==> config.mk <==
export PLATFORM = sky130hd
export DESIGN_NAME = entry_controller
export DESIGN_NICKNAME = d
export VERILOG_FILES = /design/src/rtl/entry_pkg.sv /design/src/rtl/button_sync.sv /design/src/rtl/entry_controller.sv
export SDC_FILE = /design/constraint.sdc
export NUM_CORES = 1
export LEC_CHECK = 0
export ABC_AREA = 1
export CAP_MARGIN = 15
export CORE_UTILIZATION = 45
export DETAILED_ROUTE_END_ITERATION = 6
export PLACE_DENSITY = 0.66
export SLEW_MARGIN = 5
export SYNTH_ARGS = -nofsm -noshare
export SYNTH_HDL_FRONTEND = slang
export SYNTH_SLANG_ARGS = --single-unit
==> constraint.sdc <==
create_clock -name clock -period 2 [get_ports clock]
set_input_delay 0.2 -clock clock [delete_from_list [all_inputs] [get_ports clock]]
set_output_delay 0.2 -clock clock [all_outputs]
set_load 0.05 [all_outputs]
==> src/rtl/entry_pkg.sv <==
// Shared definitions for the user-entry controller.
//   state_t   : controller FSM states
//   LED_W     : number of display LEDs
//   ERROR_LED : fixed LED pattern shown while the core has timed out
package entry_pkg;

  typedef enum logic [2:0] {
    IDLE,
    ENTRY,
    ISSUE,
    WAIT,
    SHOW,
    ERROR
  } state_t;

  localparam int LED_W = 6;

  localparam logic [LED_W-1:0] ERROR_LED = 6'b101010;

endpackage

==> src/rtl/button_sync.sv <==
// Two-flop synchroniser followed by a rising-edge detector for one raw
// pushbutton.
//   clock   : system clock
//   reset   : asynchronous, active-low reset
//   btn_raw : raw button level, asynchronous to clock
//   pulse   : one-cycle high pulse per synchronised rising edge
// A raw rise is visible on pulse after the second clock edge, so logic that
// consumes pulse reacts on the third edge. No debounce is applied.
module button_sync (
  input  logic clock,
  input  logic reset,
  input  logic btn_raw,
  output logic pulse
);

  logic meta_q, meta_d;
  logic sync_q, sync_d;
  logic prev_q, prev_d;

  always_comb begin
    meta_d = btn_raw;
    sync_d = meta_q;
    prev_d = sync_q;
  end

  always_ff @(posedge clock or negedge reset) begin
    if (!reset) begin
      meta_q <= 1'b0;
      sync_q <= 1'b0;
      prev_q <= 1'b0;
    end else begin
      meta_q <= meta_d;
      sync_q <= sync_d;
      prev_q <= prev_d;
    end
  end

  assign pulse = sync_q & ~prev_q;

endmodule

==> src/rtl/entry_controller.sv <==
// Sequences the user-entry datapath between the chip pins and an algorithm
// core: synchronises five pushbuttons, shifts entered bits into an operand
// buffer, runs a start/done handshake with the selected core and drives the
// LEDs.
//   clock    : system clock, all flops on posedge
//   reset    : asynchronous, active-low reset
//   confirm, clear, algo_btn, enter0, enter1 : raw buttons
//   start    : one-cycle pulse to the core
//   operand  : entered value, held from start until done
//   algo_sel : selected algorithm, 0..NUM_ALGO-1
//   done     : one-cycle completion pulse from the core
//   result   : core output, valid while done is high
//   busy     : high while a request is outstanding (ISSUE/WAIT)
//   led      : display
module entry_controller
  import entry_pkg::*;
#(
  parameter int WIDTH    = 6,
  parameter int NUM_ALGO = 2,
  parameter int TIMEOUT  = 1024
) (
  input  logic                                             clock,
  input  logic                                             reset,
  input  logic                                             confirm,
  input  logic                                             clear,
  input  logic                                             algo_btn,
  input  logic                                             enter0,
  input  logic                                             enter1,
  output logic                                             start,
  output logic [WIDTH-1:0]                                 operand,
  output logic [((NUM_ALGO > 1) ? $clog2(NUM_ALGO) : 1)-1:0] algo_sel,
  input  logic                                             done,
  input  logic [WIDTH-1:0]                                 result,
  output logic                                             busy,
  output logic [LED_W-1:0]                                 led
);

  localparam int ALGO_W = (NUM_ALGO > 1) ? $clog2(NUM_ALGO) : 1;
  localparam int CNT_W  = $clog2(WIDTH + 1);
  localparam int TMR_W  = $clog2(TIMEOUT + 1);

  logic clear_p, confirm_p, algo_p, enter0_p, enter1_p;

  button_sync u_sync_clear   (.clock(clock), .reset(reset), .btn_raw(clear),    .pulse(clear_p));
  button_sync u_sync_confirm (.clock(clock), .reset(reset), .btn_raw(confirm),  .pulse(confirm_p));
  button_sync u_sync_algo    (.clock(clock), .reset(reset), .btn_raw(algo_btn), .pulse(algo_p));
  button_sync u_sync_enter0  (.clock(clock), .reset(reset), .btn_raw(enter0),   .pulse(enter0_p));
  button_sync u_sync_enter1  (.clock(clock), .reset(reset), .btn_raw(enter1),   .pulse(enter1_p));

  state_t               state_q,   state_d;
  logic [WIDTH-1:0]     buffer_q,  buffer_d;
  logic [CNT_W-1:0]     count_q,   count_d;
  logic [TMR_W-1:0]     timer_q,   timer_d;
  logic [ALGO_W-1:0]    algo_q,    algo_d;
  logic [WIDTH-1:0]     result_q,  result_d;
  logic                 start_q,   start_d;
  logic                 busy_q,    busy_d;
  logic [WIDTH-1:0]     operand_q, operand_d;
  logic [LED_W-1:0]     led_q,     led_d;

  // Only the highest-priority pulse of a cycle survives; a simultaneous
  // enter0+enter1 cancels out.
  logic ev_clear, ev_confirm, ev_algo, ev_enter, enter_bit;
  logic [ALGO_W-1:0] algo_next;

  always_comb begin
    ev_clear   = clear_p;
    ev_confirm = confirm_p & ~clear_p;
    ev_algo    = algo_p & ~confirm_p & ~clear_p;
    ev_enter   = (enter0_p ^ enter1_p) & ~algo_p & ~confirm_p & ~clear_p;
    enter_bit  = enter1_p;
    algo_next  = (algo_q == ALGO_W'(NUM_ALGO - 1)) ? '0 : algo_q + ALGO_W'(1);
  end

  function automatic logic [LED_W-1:0] to_led(input logic [WIDTH-1:0] v);
    logic [LED_W+WIDTH-1:0] ext;
    ext = {{LED_W{1'b0}}, v};
    return ext[LED_W-1:0];
  endfunction

  always_ff @(posedge clock or negedge reset) begin
    if (!reset) begin
      state_q   <= IDLE;
      buffer_q  <= '0;
      count_q   <= '0;
      timer_q   <= '0;
      algo_q    <= '0;
      result_q  <= '0;
      start_q   <= 1'b0;
      busy_q    <= 1'b0;
      operand_q <= '0;
      led_q     <= '0;
    end else begin
      state_q   <= state_d;
      buffer_q  <= buffer_d;
      count_q   <= count_d;
      timer_q   <= timer_d;
      algo_q    <= algo_d;
      result_q  <= result_d;
      start_q   <= start_d;
      busy_q    <= busy_d;
      operand_q <= operand_d;
      led_q     <= led_d;
    end
  end

  always_comb begin
    state_d  = state_q;
    buffer_d = buffer_q;
    count_d  = count_q;
    timer_d  = timer_q;
    algo_d   = algo_q;
    result_d = result_q;

    unique case (state_q)
      IDLE, SHOW: begin
        if (ev_clear) begin
          state_d  = IDLE;
          buffer_d = '0;
          count_d  = '0;
        end else if (ev_algo) begin
          algo_d = algo_next;
        end else if (ev_enter) begin
          state_d  = ENTRY;
          buffer_d = WIDTH'(enter_bit);
          count_d  = CNT_W'(1);
        end
      end
      ENTRY: begin
        if (ev_clear) begin
          state_d  = IDLE;
          buffer_d = '0;
          count_d  = '0;
        end else if (ev_confirm) begin
          if (count_q == CNT_W'(WIDTH)) state_d = ISSUE;
        end else if (ev_algo) begin
          algo_d = algo_next;
        end else if (ev_enter && (count_q < CNT_W'(WIDTH))) begin
          buffer_d = (buffer_q << 1) | WIDTH'(enter_bit);
          count_d  = count_q + CNT_W'(1);
        end
      end
      ISSUE: begin
        state_d = WAIT;
        timer_d = '0;
      end
      WAIT: begin
        // done wins over a timeout expiring in the same cycle
        if (done) begin
          state_d  = SHOW;
          result_d = result;
        end else if (timer_q == TMR_W'(TIMEOUT - 1)) begin
          state_d = ERROR;
        end else begin
          timer_d = timer_q + TMR_W'(1);
        end
      end
      ERROR: begin
        if (ev_clear) begin
          state_d  = IDLE;
          buffer_d = '0;
          count_d  = '0;
        end
      end
      default: begin
        state_d = IDLE;
      end
    endcase
  end

  // Outputs are decoded from the next state so the registered copies line
  // up with the state register.
  always_comb begin
    start_d   = (state_d == ISSUE);
    busy_d    = (state_d == ISSUE) || (state_d == WAIT);
    operand_d = (state_d == ISSUE) ? buffer_d : operand_q;
    unique case (state_d)
      IDLE:                led_d = '0;
      ENTRY, ISSUE, WAIT:  led_d = to_led(buffer_d);
      SHOW:                led_d = to_led(result_d);
      ERROR:               led_d = ERROR_LED;
      default:             led_d = '0;
    endcase
  end

  assign start    = start_q;
  assign busy     = busy_q;
  assign operand  = operand_q;
  assign algo_sel = algo_q;
  assign led      = led_q;

endmodule

==> results by group, run 1 <==
Worst setup path
  • Data arrival, critical path: 1.52 ns
  • Slowest-stage cell, CP: clkdlybuf4s50_1
  • Worst Path Required: 1.80 ns
  • Crit Path Max Fanout: 2
  • Worst path bufs/invs: 1
  • Delay-heaviest family, CP: buffers and inverters
  • Critical path's largest stage delay: 0.81 ns
  • Setup crit start kind: flip-flop
  • CP Class: reg2out
  • Critical path cell sequence: clkdlybuf4s50_1
  • Setup crit end kind: primary output

Timing
  • RSZ-0062 raised after global routing: false
  • Final hold vios: 0
  • Final Max Slew Viols: 0
  • Clock skew: 0.00752 ns
  • Max Fclk: 582 MHz
  • Fin crit period: 1.72 ns
  • Final period util: 85.9%
  • Final setup TNS: 0 ns
  • Slew HR: 64.7%
  • Final setup viols: 0
  • Hold Worst Slack: 0.290 ns
  • Slew @ Worst Pin: 0.530 ns

Floorplanning
  • Initial Util: 46.9%
  • Die X: 80.8 µm
  • Die height: 80.8 µm
  • Site row count: 28
  • IO Pins: 29
  • Die area: 6520 µm²
  • CORE AREA: 5960 µm²

Place
  • Gpl congestion: 0.768
  • Placed cells: 411
  • Number of port buffers: 28
  • HPWL after detailed placement: 3910 µm

Synth
  • Synth area leader: dfrtp_1
  • Syn_nets: 324
  • Synthesized area: 2790 µm²
  • Synth area leaders: dfrtp_1 53%, nand2_1 13%, inv_1 4.7%
  • Top cell type's share of synthesized area: 52.9%
  • Syn Area/Cell: 9.09 µm²
  • Synth Register Bits: 59
  • Yosys warnings: 0
  • Gate count of the mapped netlist: 307
  • Count of different cell masters after synthesis: 31
  • Post-synthesis sequential area ratio: 52.9%

Route
  • Routed length per instance: 12.9 µm
  • Via density: 4.83
  • Initial DRC count: 81
  • Via count: 2063
  • Post-route ant nets: 0
  • DRT Pass-1 Iters: 4
  • Residual DRC: 0
  • WL final: 5510 µm

Layout
  • Most frequent cells in the layout: 100 x nand2_1, 59 x dfrtp_1, 35 x inv_1
  • Most common library cell in the layout ignoring fill and taps: nand2_1
  • Area growth, synth to finish: 21.5%
  • Fraction of layout instances using a drive strength above 1: 17.9%
  • N_diodes: 0
  • NumNets Final: 365
  • Final Non-Filler Cells: 427

Pwr
  • Leak: 1.71 nW
  • Worst vdd ir: 0.781 mV
  • Power per cell area: 1240 nW/µm²

Global routing
  • Largest net degree at the start of global routing: 39
  • Antenna violations before repair: 0
  • Tot GR Track Use: 19.5%
  • Vias in the first global route: 1982
  • GRT overflow: 0
  • First-pass GRT wire length: 9300 µm

Clock tree
  • Setup bufs post-CTS: 0
  • Clk slew on worst S/H paths: 0.07 ns
  • TritonCTS Buffers: 9
  • TritonCTS clock tree: yes
  • CTS Sinks: 59
  • CTS max path bufs: 2
  • Clk_lat worst skew: 0.34 ns
  • # H-tree levels: 3
  • Post-cts resize count: 0
  • CTS Root Cell: clkbuf_8

Flow run
  • # Max-Cap Violations: 0

Outcome
  • Status: finished clean

Hold path
  • Min-delay worst type: in2reg
==> power by group <==
part	switching [mW]	internal [mW]
combinational	0.980	0.485
sequential	0.171	1.45
clock	0.483	0.634
total	1.63	2.56
==> area by class of cell <==
class / instances / area [µm²]
clock buffers: 11 / 151
clock inverters: 4 / 50.0
fillers: 552 / 2560
inverters: 44 / 168
multi-input cells: 204 / 1150
flip-flops and latches: 59 / 1480
well taps: 75 / 93.8
repair buffers: 30 / 305
==> cells in the mapped netlist (all sizes together) <==
cell type and number:
nand2 110, dfrtp 59, inv 44, nor2 24, nand3 23, o21ai 17
a21oi 6, nand4 6, nor3 4, o31ai 4, xor2 4, ha 3
a22o 1, nor4 1, xnor2 1
==> repair_timing <==
item,in CTS,in global routing
hold buffers,1,0
endpoints found under the setup margin,0,0
hold endpoints to repair,21,0
==> cells by family after synthesis <==
kind of cell             after synthesis  share of synthesized area [%]
AND/OR/NAND/NOR                      168                           31.4
buffers and inverters                 44                           6.01
AO/OA/AOI/OAI                         28                           6.77
XOR/XNOR                               5                           1.57
flip-flops                            59                           52.9
adder cells (fa/ha/maj)                3                           1.34
==> flip-flops by register name, summed over array words and instances (netlist names), 3 cells and up <==
register and flops:
operand 6, led 6, count_q 3, result_q 6
state_q 3, timer_q 11, buffer_q 6
==> final timing paths <==
kind                                       from                   end  slack, ns  cells after the start
min reg2reg                u_sync_enter1.meta_q  u_sync_enter1.prev_d       0.35                      0
max                                  operand[0]            operand[0]       0.28                      1
max in group asynchronous                 reset            state_q[0]       1.05                      3
min in group asynchronous                 reset            count_q[1]       0.37                      2
max reg2reg                          timer_q[1]                led[1]       0.32                     10
min                                      enter0  u_sync_enter0.meta_q       0.29                      1
==> per-layer routing <==
metal  GRT usage [%]  vias to the layer above  wire length (µm)  part of all wire [%]
li1                -                     1050                 -                     -
met1            25.5                      962              2680                    49
met2            29.4                       39              2500                    45
met3            4.61                       12               191                   3.5
met4            11.6                        0               134                   2.4
met5               0                        -                 0                     0
==> stage by stage <==
step                      util, %  cell area, µm²  setup WS, ns  total power [mW]
final                        57.0            3390         0.283              4.20
after global routing         57.0            3390         0.187              4.45
after global placement       53.4            3180         0.356              3.08
after CTS                    57.0            3390         0.264              4.24
after floorplan                 -            2790         0.503              2.70
after detailed placement     53.4            3180         0.325              3.10
(Power assumes the default switching activity.)
==> inputs of run 2 (changes only) <==
Settings changed: ABC_AREA 1 to not set, CORE_UTILIZATION 45 to 52, PLACE_DENSITY 0.66 to 0.75.
==> results by group, run 2 <==
Worst setup path
  • FF-to-FF path depth: 6
  • Setup crit end kind: flip-flop
  • Critical path's largest stage delay: 0.58 ns
  • Setup crit start kind: flip-flop
  • R2r setup slk: 0.08 ns
  • CP Class: reg2reg
  • Crit Path Max Fanout: 10
  • Critical path cell sequence: ha_1 -> nand3_1 -> o41ai_4 -> a2111oi_1 -> xnor2_1 -> nor2_1
  • Worst path bufs/invs: 0
  • Data arrival, critical path: 2.13 ns
  • Worst Path Required: 2.21 ns
  • Delay-heaviest family, CP: compound AO/OA/AOI/OAI gates
  • Critical R2R Capture: timer_q[7]
  • Critical R2R Launch: timer_q[0]
  • Slowest-stage cell, CP: a2111oi_1

Global routing
  • Vias in the first global route: 1694
  • GRT overflow: 0
  • Largest net degree at the start of global routing: 23
  • First-pass GRT wire length: 8180 µm
  • Tot GR Track Use: 21.5%
  • Antenna violations before repair: 0

Timing
  • Final setup viols: 0
  • Clock skew: 0.0104 ns
  • Max Fclk: 521 MHz
  • Slew @ Worst Pin: 0.514 ns
  • Slew HR: 64.8%
  • Final hold vios: 0
  • Final Max Slew Viols: 0
  • Final setup TNS: 0 ns
  • Fin crit period: 1.92 ns
  • Final period util: 95.9%
  • RSZ-0062 raised after global routing: false

Synth
  • Post-synthesis sequential area ratio: 58.9%
  • Syn Area/Cell: 12.0 µm²
  • Syn_nets: 226
  • Synth area leaders: dfrtp_1 59%, mux2_2 4.5%, nand2_1 3.1%
  • Post-synth EDFFs: 0
  • Yosys warnings: 0
  • Ys flop type: dfrtp_1
  • Synthesized area: 2500 µm²
  • Top cell type's share of synthesized area: 58.9%
  • Most common library cells after synthesis: 59 x dfrtp_1, 21 x nand2_1, 12 x nor2_1
  • Count of different cell masters after synthesis: 44
  • Async set or reset register ratio after synthesis: 100%
  • Synth Register Bits: 59
  • Gate count of the mapped netlist: 209
  • Synth area leader: dfrtp_1
  • Most common cell in the netlist: dfrtp_1

Route
  • Residual DRC: 1
  • DRT Pass-1 Iters: 6
  • Post-route ant nets: 0
  • Initial DRC count: 94
  • Via density: 5.69
  • Routed length per instance: 15.5 µm
  • WL final: 4840 µm
  • Via count: 1770

Layout
  • N_diodes: 0
  • Area growth, synth to finish: 25.9%
  • Max reg flops: 11
  • Most common library cell in the layout ignoring fill and taps: dfrtp_1
  • Most frequent cells in the layout: 59 x dfrtp_1, 27 x clkdlybuf4s50_1, 21 x nand2_1
  • Most flops, register: timer_q
  • Finished Cell Area: 3150 µm²
  • NumNets Final: 271
  • Final Non-Filler Cells: 311
  • Fraction of layout instances using a drive strength above 1: 18.1%

Hold path
  • Hold Crit Depth: 1
  • Min-delay worst type: in2reg
  • Hold worst-path end: u_sync_clear.meta_q
  • Worst hold path startpoint: clear

Clock tree
  • # H-tree levels: 3
  • Setup bufs post-CTS: 0
  • TritonCTS Buffers: 9
  • TritonCTS clock tree: yes
  • Clk slew on worst S/H paths: 0.07 ns
  • CTS Root Cell: clkbuf_8
  • CTS max path bufs: 2
  • CTS Sinks: 59
  • Clk_lat worst skew: 0.33 ns

Floorplanning
  • CORE AREA: 4500 µm²
  • Die height: 71.4 µm
  • Initial Util: 55.6%
  • Site row count: 24
  • IO Pins: 29
  • Die X: 71.4 µm
  • Die area: 5100 µm²

Pwr
  • Tot Pwr: 3.36 mW
  • Worst vdd ir: 0.745 mV
  • Part of the power in registers: 45.0%
  • Leak: 1.43 nW
  • NetSw: 914 µW
  • Switching share of power: 27.2%
  • P_int: 2.45 mW
  • Comb power frac: 16.3%
  • Power per cell area: 1070 nW/µm²
  • Clock power frac: 38.7%

Place
  • Gpl congestion: 0.790
  • Number of port buffers: 28
  • Post-DP Area: 2890 µm²
  • HPWL after detailed placement: 3420 µm
  • Placed cells: 294

Outcome
  • Violated checks: design-rule violations
  • Status: finished with violations

Flow run
  • # Max-Cap Violations: 0
[run 2: area by class of cell]
type / count / area, µm²
clock inverters: 5 / 100
multi-input cells: 137 / 988
fillers: 339 / 1350
well taps: 52 / 65.1
inverters: 10 / 37.5
flip-flops and latches: 59 / 1480
repair buffers: 37 / 345
clock buffers: 11 / 141
[run 2: power by group through the flow]
stage | combinational [mW] | sequential (mW) | clock [mW]
finish | 0.547 | 1.51 | 1.30
global route | 0.606 | 1.54 | 1.38
CTS | 0.542 | 1.51 | 1.32
detailed placement | 0.538 | 1.53 | 0
global placement | 0.519 | 1.52 | 0
floorplan | 0.338 | 1.54 | 0
[run 2: layer usage]
| metal | global-route usage (%) | vias to the layer above | share of wire [%] |
|---|---|---|---|
| met3 | 4.64 | 9 | 2.8 |
| met1 | 28.5 | 881 | 48 |
| li1 | - | 844 | - |
| met2 | 33.5 | 36 | 47 |
| met5 | 0 | - | 0 |
| met4 | 11.1 | 0 | 1.7 |
[run 2: cell families after synthesis]
kind of cell,count (synthesis),synth area share [%]
AND/OR/NAND/NOR,64,13.2
flip-flops,59,58.9
AO/OA/AOI/OAI,50,16.1
buffers and inverters,13,2.00
XOR/XNOR,10,3.80
multiplexers,10,4.50
adder cells (fa/ha/maj),3,1.50
[run 2: per-stage QoR]
step / utilization, % / hold WS [ns] / setup WS [ns]
finish: 70.0 / 0.311 / 0.0817
global route: 70.0 / 0.297 / 0.00273
CTS: 69.8 / 0.300 / 0.0962
detailed placement: 64.2 / 0.187 / 0.0734
global placement: 64.2 / 0.183 / 0.0827
floorplan: - / -0.0956 / 0.294
[run 2: worst max-delay path by stage]
| stage | start | to | depth (start not counted) | slack (ns) |
|---|---|---|---|---|
| finish | timer_q[0] | timer_q[7] | 6 | 0.08 |
| global route | timer_q[0] | timer_q[7] | 6 | 0.003 |
| CTS | timer_q[0] | timer_q[7] | 6 | 0.1 |
| detailed placement | done | timer_q[7] | 6 | 0.07 |
| global placement | done | timer_q[5] | 6 | 0.08 |
| floorplan | timer_q[0] | timer_q[5] | 6 | 0.29 |
[run 2: timing repair]
item                                    CTS  global route
pin swaps                                 0             0
hold buffers                              1             0
endpoints found under the hold margin    20             0
gates resized for setup                   1             2
endpoints found under the setup margin    1             7
[run 2: worst register-to-register path, stage by stage (launching register included)]
cell	delay, ns
dfrtp_1	0.41
ha_1	0.25
nand3_1	0.20
o41ai_4	0.14
a2111oi_1	0.58
xnor2_1	0.18
nor2_1	0.05
==> variant 1: new RTL, settings of run 1 <==
Add an input register stage for `confirm`; this delays it by one clock. The other inputs are not delayed to match.
--- a/src/rtl/entry_controller.sv
+++ b/src/rtl/entry_controller.sv
@@ -39,10 +39,16 @@
   localparam int CNT_W  = $clog2(WIDTH + 1);
   localparam int TMR_W  = $clog2(TIMEOUT + 1);
 
+  logic confirm_q;
+
+  always_ff @(posedge clock) begin
+    confirm_q <= confirm;
+  end
+
   logic clear_p, confirm_p, algo_p, enter0_p, enter1_p;
 
   button_sync u_sync_clear   (.clock(clock), .reset(reset), .btn_raw(clear),    .pulse(clear_p));
-  button_sync u_sync_confirm (.clock(clock), .reset(reset), .btn_raw(confirm),  .pulse(confirm_p));
+  button_sync u_sync_confirm (.clock(clock), .reset(reset), .btn_raw(confirm_q),  .pulse(confirm_p));
   button_sync u_sync_algo    (.clock(clock), .reset(reset), .btn_raw(algo_btn), .pulse(algo_p));
   button_sync u_sync_enter0  (.clock(clock), .reset(reset), .btn_raw(enter0),   .pulse(enter0_p));
   button_sync u_sync_enter1  (.clock(clock), .reset(reset), .btn_raw(enter1),   .pulse(enter1_p));
Check against the original RTL: not equivalent (a bounded check fails within 4 cycles, from zero or initial values and one cycle with reset low).
==> variant 1 against run 1 <==
  * Synthesized area down 4.7%
  * Worst setup slack worse by 0.046 ns
  * Power up 5.3%
  * Routed wire length down 9.1%
  * First-iteration DRC count up 110%
  * Cell area down 2.8%
  * Combinational power up 3%
  * Maximum frequency down 2.6%
  * Hold slack better by 0.0078 ns
  * Largest power group unchanged
  * Sequential cell count up 1
==> variant 1: results (changes against run 1) <==
syn_nets: 311  # -4.0%
ys_types: 29  # -6.5%
yosys-top-cells-count: "94 x nand2_1, 59 x dfrtp_1, 35 x inv_1, 14 x nand3_1, 13 x nor2_1"
grt_pass1_wl_um: 8800  # -5.4%
viasPerCell: 4.82  # -0.14%
drive_gt1_share_pct: 15.0  # -2.9 points
synth_seq_area_share_pct: 56.3  # +3.4 points
worstPathMaxFanout: 12  # +10
async_flop_share_pct: 98.3  # -1.7 points
drt_iter0_drc: 168  # +110%
slew_headroom_pct: 65.5  # +0.84 points
arrival_ns: 1.99  # +0.47 ns
routed_wl_um: 5000  # -9.1%
p_leak_nw: 1.64  # -4.0%
status: "completed"
syn_inst: 294  # -4.2%
dp_slack_ns: 0.176  # -0.149 ns
dp.cells: 394  # -4.1%
post-dp-hpwl_um: 3570  # -8.7%
place_congestion: 0.936  # +22%
grt_use_total_pct: 18.9  # -0.58 points
nFillCells: 509  # -7.8%
grt_pass1_vias: 1876  # -5.3%
fin_skew_ns: 0.00912  # +0.00160 ns
layout.cells.non_filler: 411  # -3.7%
slowest_stage: "dfrtp_1"
slowest_delay_ns: 0.35  # -0.46 ns
synth_area_leaders: "dfrtp_1 56%, nand2_1 13%, inv_1 4.9%"
irDropWorstVdd_v: 0.000778  # -0.42%
-- variant 1: stage by stage --
stage	hold slack, ns	utilization [%]	power, W
finish	0.297	58.8	0.00442
detailed placement	0.228	54.1	0.00311
CTS	0.286	58.7	0.00447
floorplan	-0.0956	-	0.00272
global route	0.279	58.8	0.00469
global placement	0.226	54.1	0.00308
-- variant 1: cell families after synthesis --
family / Yosys count / synth area share (%)
AOI/OAI and AO/OA: 25 / 6.63
and+or+nand+nor: 158 / 27.5
DFF: 60 / 56.3
xor gates and xnor gates: 5 / 1.65
adders and majority gates: 3 / 1.41
buffers and inverters: 43 / 6.54
-- variant 1: power breakdown --
part	leakage (nW)	internal [W]	total (W)	switching [W]
Combinational	0.743	0.000462	0.00151	0.00105
Clock	0.122	0.000861	0.00135	0.000489
Sequential	0.776	0.00143	0.00156	0.000127
-- variant 1: final timing paths --
kind,depth (start not counted),slack (ns),start,endpoint
max reg2reg,12,0.24,timer_q[0],led[4]
min reg2reg,0,0.34,confirm_q,u_sync_confirm.meta_q
max,12,0.24,timer_q[0],led[4]
max in group asynchronous,3,1.35,reset,timer_q[8]
min,1,0.30,clear,u_sync_clear.meta_q
min in group asynchronous,3,0.40,reset,timer_q[4]
-- variant 1: metal layers --
layer  track usage, %  vias to the layer above  wire length (µm)
li1                 -                     1019                 -
met1             25.8                      914              2470
met2             28.2                       44              2230
met3             6.44                        6               218
met4             6.55                        0                76
met5                0                        -                 0
-- variant 1: repair_timing --
| action | 4_1_cts | 5_1_grt |
|---|---|---|
| resized for setup | 0 | 1 |
| hold buffers | 1 | 0 |
| setup endpoints to repair | 0 | 6 |
| endpoints found under the hold margin | 59 | 0 |
-- variant 1: worst max-delay path: cells and delay by family (launching register included) --
| family | cells | cell delay [ns] |
|---|---|---|
| buffers and inverters | 1 | 0.12 |
| flip-flops | 1 | 0.35 |
| AND/OR/NAND/NOR | 10 | 0.93 |
| adder cells (fa/ha/maj) | 1 | 0.25 |
-- variant 1: layout make-up --
cell class	instances	share of cell area, %
well taps	72	2.73
clock buffers	10	4.18
inverters	42	4.94
clock inverters	6	3.38
repair buffers	30	9.26
multi-input cells	191	30.1
flip-flops and latches	60	45.4
==> variant 2: new RTL, flow settings as in run 1 <==
Made on the original files. Change the parameter `TIMEOUT` from 1024 to 256.
--- a/src/rtl/entry_controller.sv
+++ b/src/rtl/entry_controller.sv
@@ -17,7 +17,7 @@
 #(
   parameter int WIDTH    = 6,
   parameter int NUM_ALGO = 2,
-  parameter int TIMEOUT  = 1024
+  parameter int TIMEOUT  = 256
 ) (
   input  logic                                             clock,
   input  logic                                             reset,
Formal check against the unedited RTL: same outputs for any inputs over 10 cycles, from zero or initial values and one cycle with reset low; that may be too few to reach the edited logic, so the function may still have changed.
==> variant 2 against run 1 <==
  * First-iteration DRC count increased by 96%
  * Utilization increased by 0.50 points
  * Synthesized area decreased by 8.8%
  * Combinational power increased by 7%
  * Routed wire length decreased by 14%
  * Sequential cell count decreased by 2
  * Worst setup slack got worse by 0.12 ns
  * Cell area decreased by 7.3%
  * Power decreased by 0.81%
  * Global-route usage decreased by 1.4 points
==> variant 2: results (changes against run 1) <==
routed_wl_um: 4720  # -14%
use_met2_pct: 26.4  # -3.0 points
worstPathMaxFanout: 8  # +6
antenna_found_initial: 0  # unchanged
worstHoldPathType: "in -> reg"
hp-start: "clear"
largest_reg_flops: 9  # -2
groute.layer.met1.usage_pct: 24.3  # -1.2 points
irDropWorstVdd_v: 0.000680  # -13%
yosys-top-cells-count: "102 x nand2_1, 57 x dfrtp_1, 31 x inv_1, 18 x nand3_1, 17 x nor2_1"
drt_iter0_drc: 159  # +96%
dr.pass1.iters: 4  # unchanged
cts-root-buf: "clkbuf_8"
antennaDiodeCount: 0  # unchanged
post-dp-hpwl_um: 3420  # -13%
status: "completed"
place_congestion: 0.895  # +17%
crit_family: "adder cells"
fin_skew_ns: 0.0117  # +0.00422 ns
synth_area_leaders: "dfrtp_1 56%, nand2_1 15%, inv_1 4.6%"
r2r_setup_slack_ns: 0.16  # -0.16 ns
slowest_delay_ns: 0.41  # -0.40 ns
synth_seq_area_share_pct: 56.0  # +3.2 points
io_buffers: 28  # unchanged
post_cts_buffers: 0  # unchanged
ctsHtreeMaxLevel: 3  # unchanged
p_leak_nw: 1.63  # -4.5%
drive_gt1_share_pct: 13.5  # -4.4 points
grt_pass1_vias: 1750  # -12%
cts.clk_slew.worst_paths_ns: 0.06
crit_path_start: "timer_q[0]"
arrival_ns: 2.06  # +0.54 ns
ys_types: 26  # -16%
tightest_slew_ns: 0.564  # +0.0341 ns
regMostFlops: "timer_q"
grt_pass1_wl_um: 8020  # -14%
synth_ff_type: "dfrtp_1"
grt_max_degree: 34  # -13%
ys_warn_count: 0  # unchanged
grt_use_met3_pct: 6.07  # +1.5 points
vias: 1903  # -7.8%
nFillCells: 519  # -6.0%
clk_latency_ns: 0.34  # about the same
grt_use_total_pct: 18.1  # -1.4 points
slowest_stage: "dfrtp_1"
nets: 347  # -4.9%
syn_nets: 306  # -5.6%
## variant 2: cell count changes in the layout (fill, tap and decap cells not counted), moves of 3 or more
cell,delta
nor2_2,+4
inv_2,-5
o31ai_1,-3
o21ai_2,-7
nand4_1,+4
xor2_1,-3
inv_1,-4
## variant 2: layer usage
metal	wire [µm]	vias up	part of all wire [%]
met3	170	7	3.6
met1	2320	877	49
met4	82	0	1.7
met2	2140	29	45
met5	0	-	0
li1	-	990	-
## variant 2: path summary, 6_finish.rpt
kind / end / cells past startpoint
hold reg to reg: u_sync_confirm.prev_d / 0
hold / removal: u_sync_clear.meta_q / 1
setup reg to reg: timer_q[4] / 10
setup / recovery: timer_q[4] / 10
min in group asynchronous: buffer_q[5] / 2
max in group asynchronous: timer_q[6] / 3
## variant 2: kinds of logic after synthesis
| family | count (synthesis) | synth area share (%) |
|---|---|---|
| DFF | 57 | 56.0 |
| buffers and inverters | 36 | 5.41 |
| AOI/OAI and AO/OA | 18 | 3.59 |
| xor gates and xnor gates | 2 | 0.688 |
| adders and majority gates | 4 | 1.97 |
| and+or+nand+nor | 171 | 32.3 |
## variant 2: repair_timing
action | 4_1_cts | 5_1_grt
setup endpoints to repair | 0 | 9
hold buffers | 1 | 0
gates resized for setup | 0 | 3
endpoints found under the hold margin | 24 | 0
## variant 2: per-stage QoR
stage	std cells	util, %	cell area [µm²]	hold slack, ns	setup slack [ns]
2_1_floorplan	288	-	2540	-0.0956	0.233
3_3_place_gp	389	53.5	2930	0.225	0.156
3_5_place_dp	389	53.5	2930	0.224	0.0789
4_1_cts	405	57.3	3140	0.296	0.0562
5_1_grt	405	57.5	3140	0.307	0.0173
6_report	405	57.5	3140	0.303	0.160
## variant 2: layout make-up
type	count	area (µm²)	area share [%]
Clock inverter	3	40.0	1.27
Inverter	36	138	4.38
Sequential cell	57	1430	45.4
Clock buffer	12	155	4.93
Multi-Input combinational cell	195	990	31.5
Tap cell	72	90.1	2.87
Timing Repair Buffer	30	305	9.71
## variant 2: power by group
group | switching, W | internal [W]
Clock | 0.000439 | 0.000632
Sequential | 0.000141 | 0.00139
Combinational | 0.00108 | 0.000489
Total | 0.00166 | 0.00251
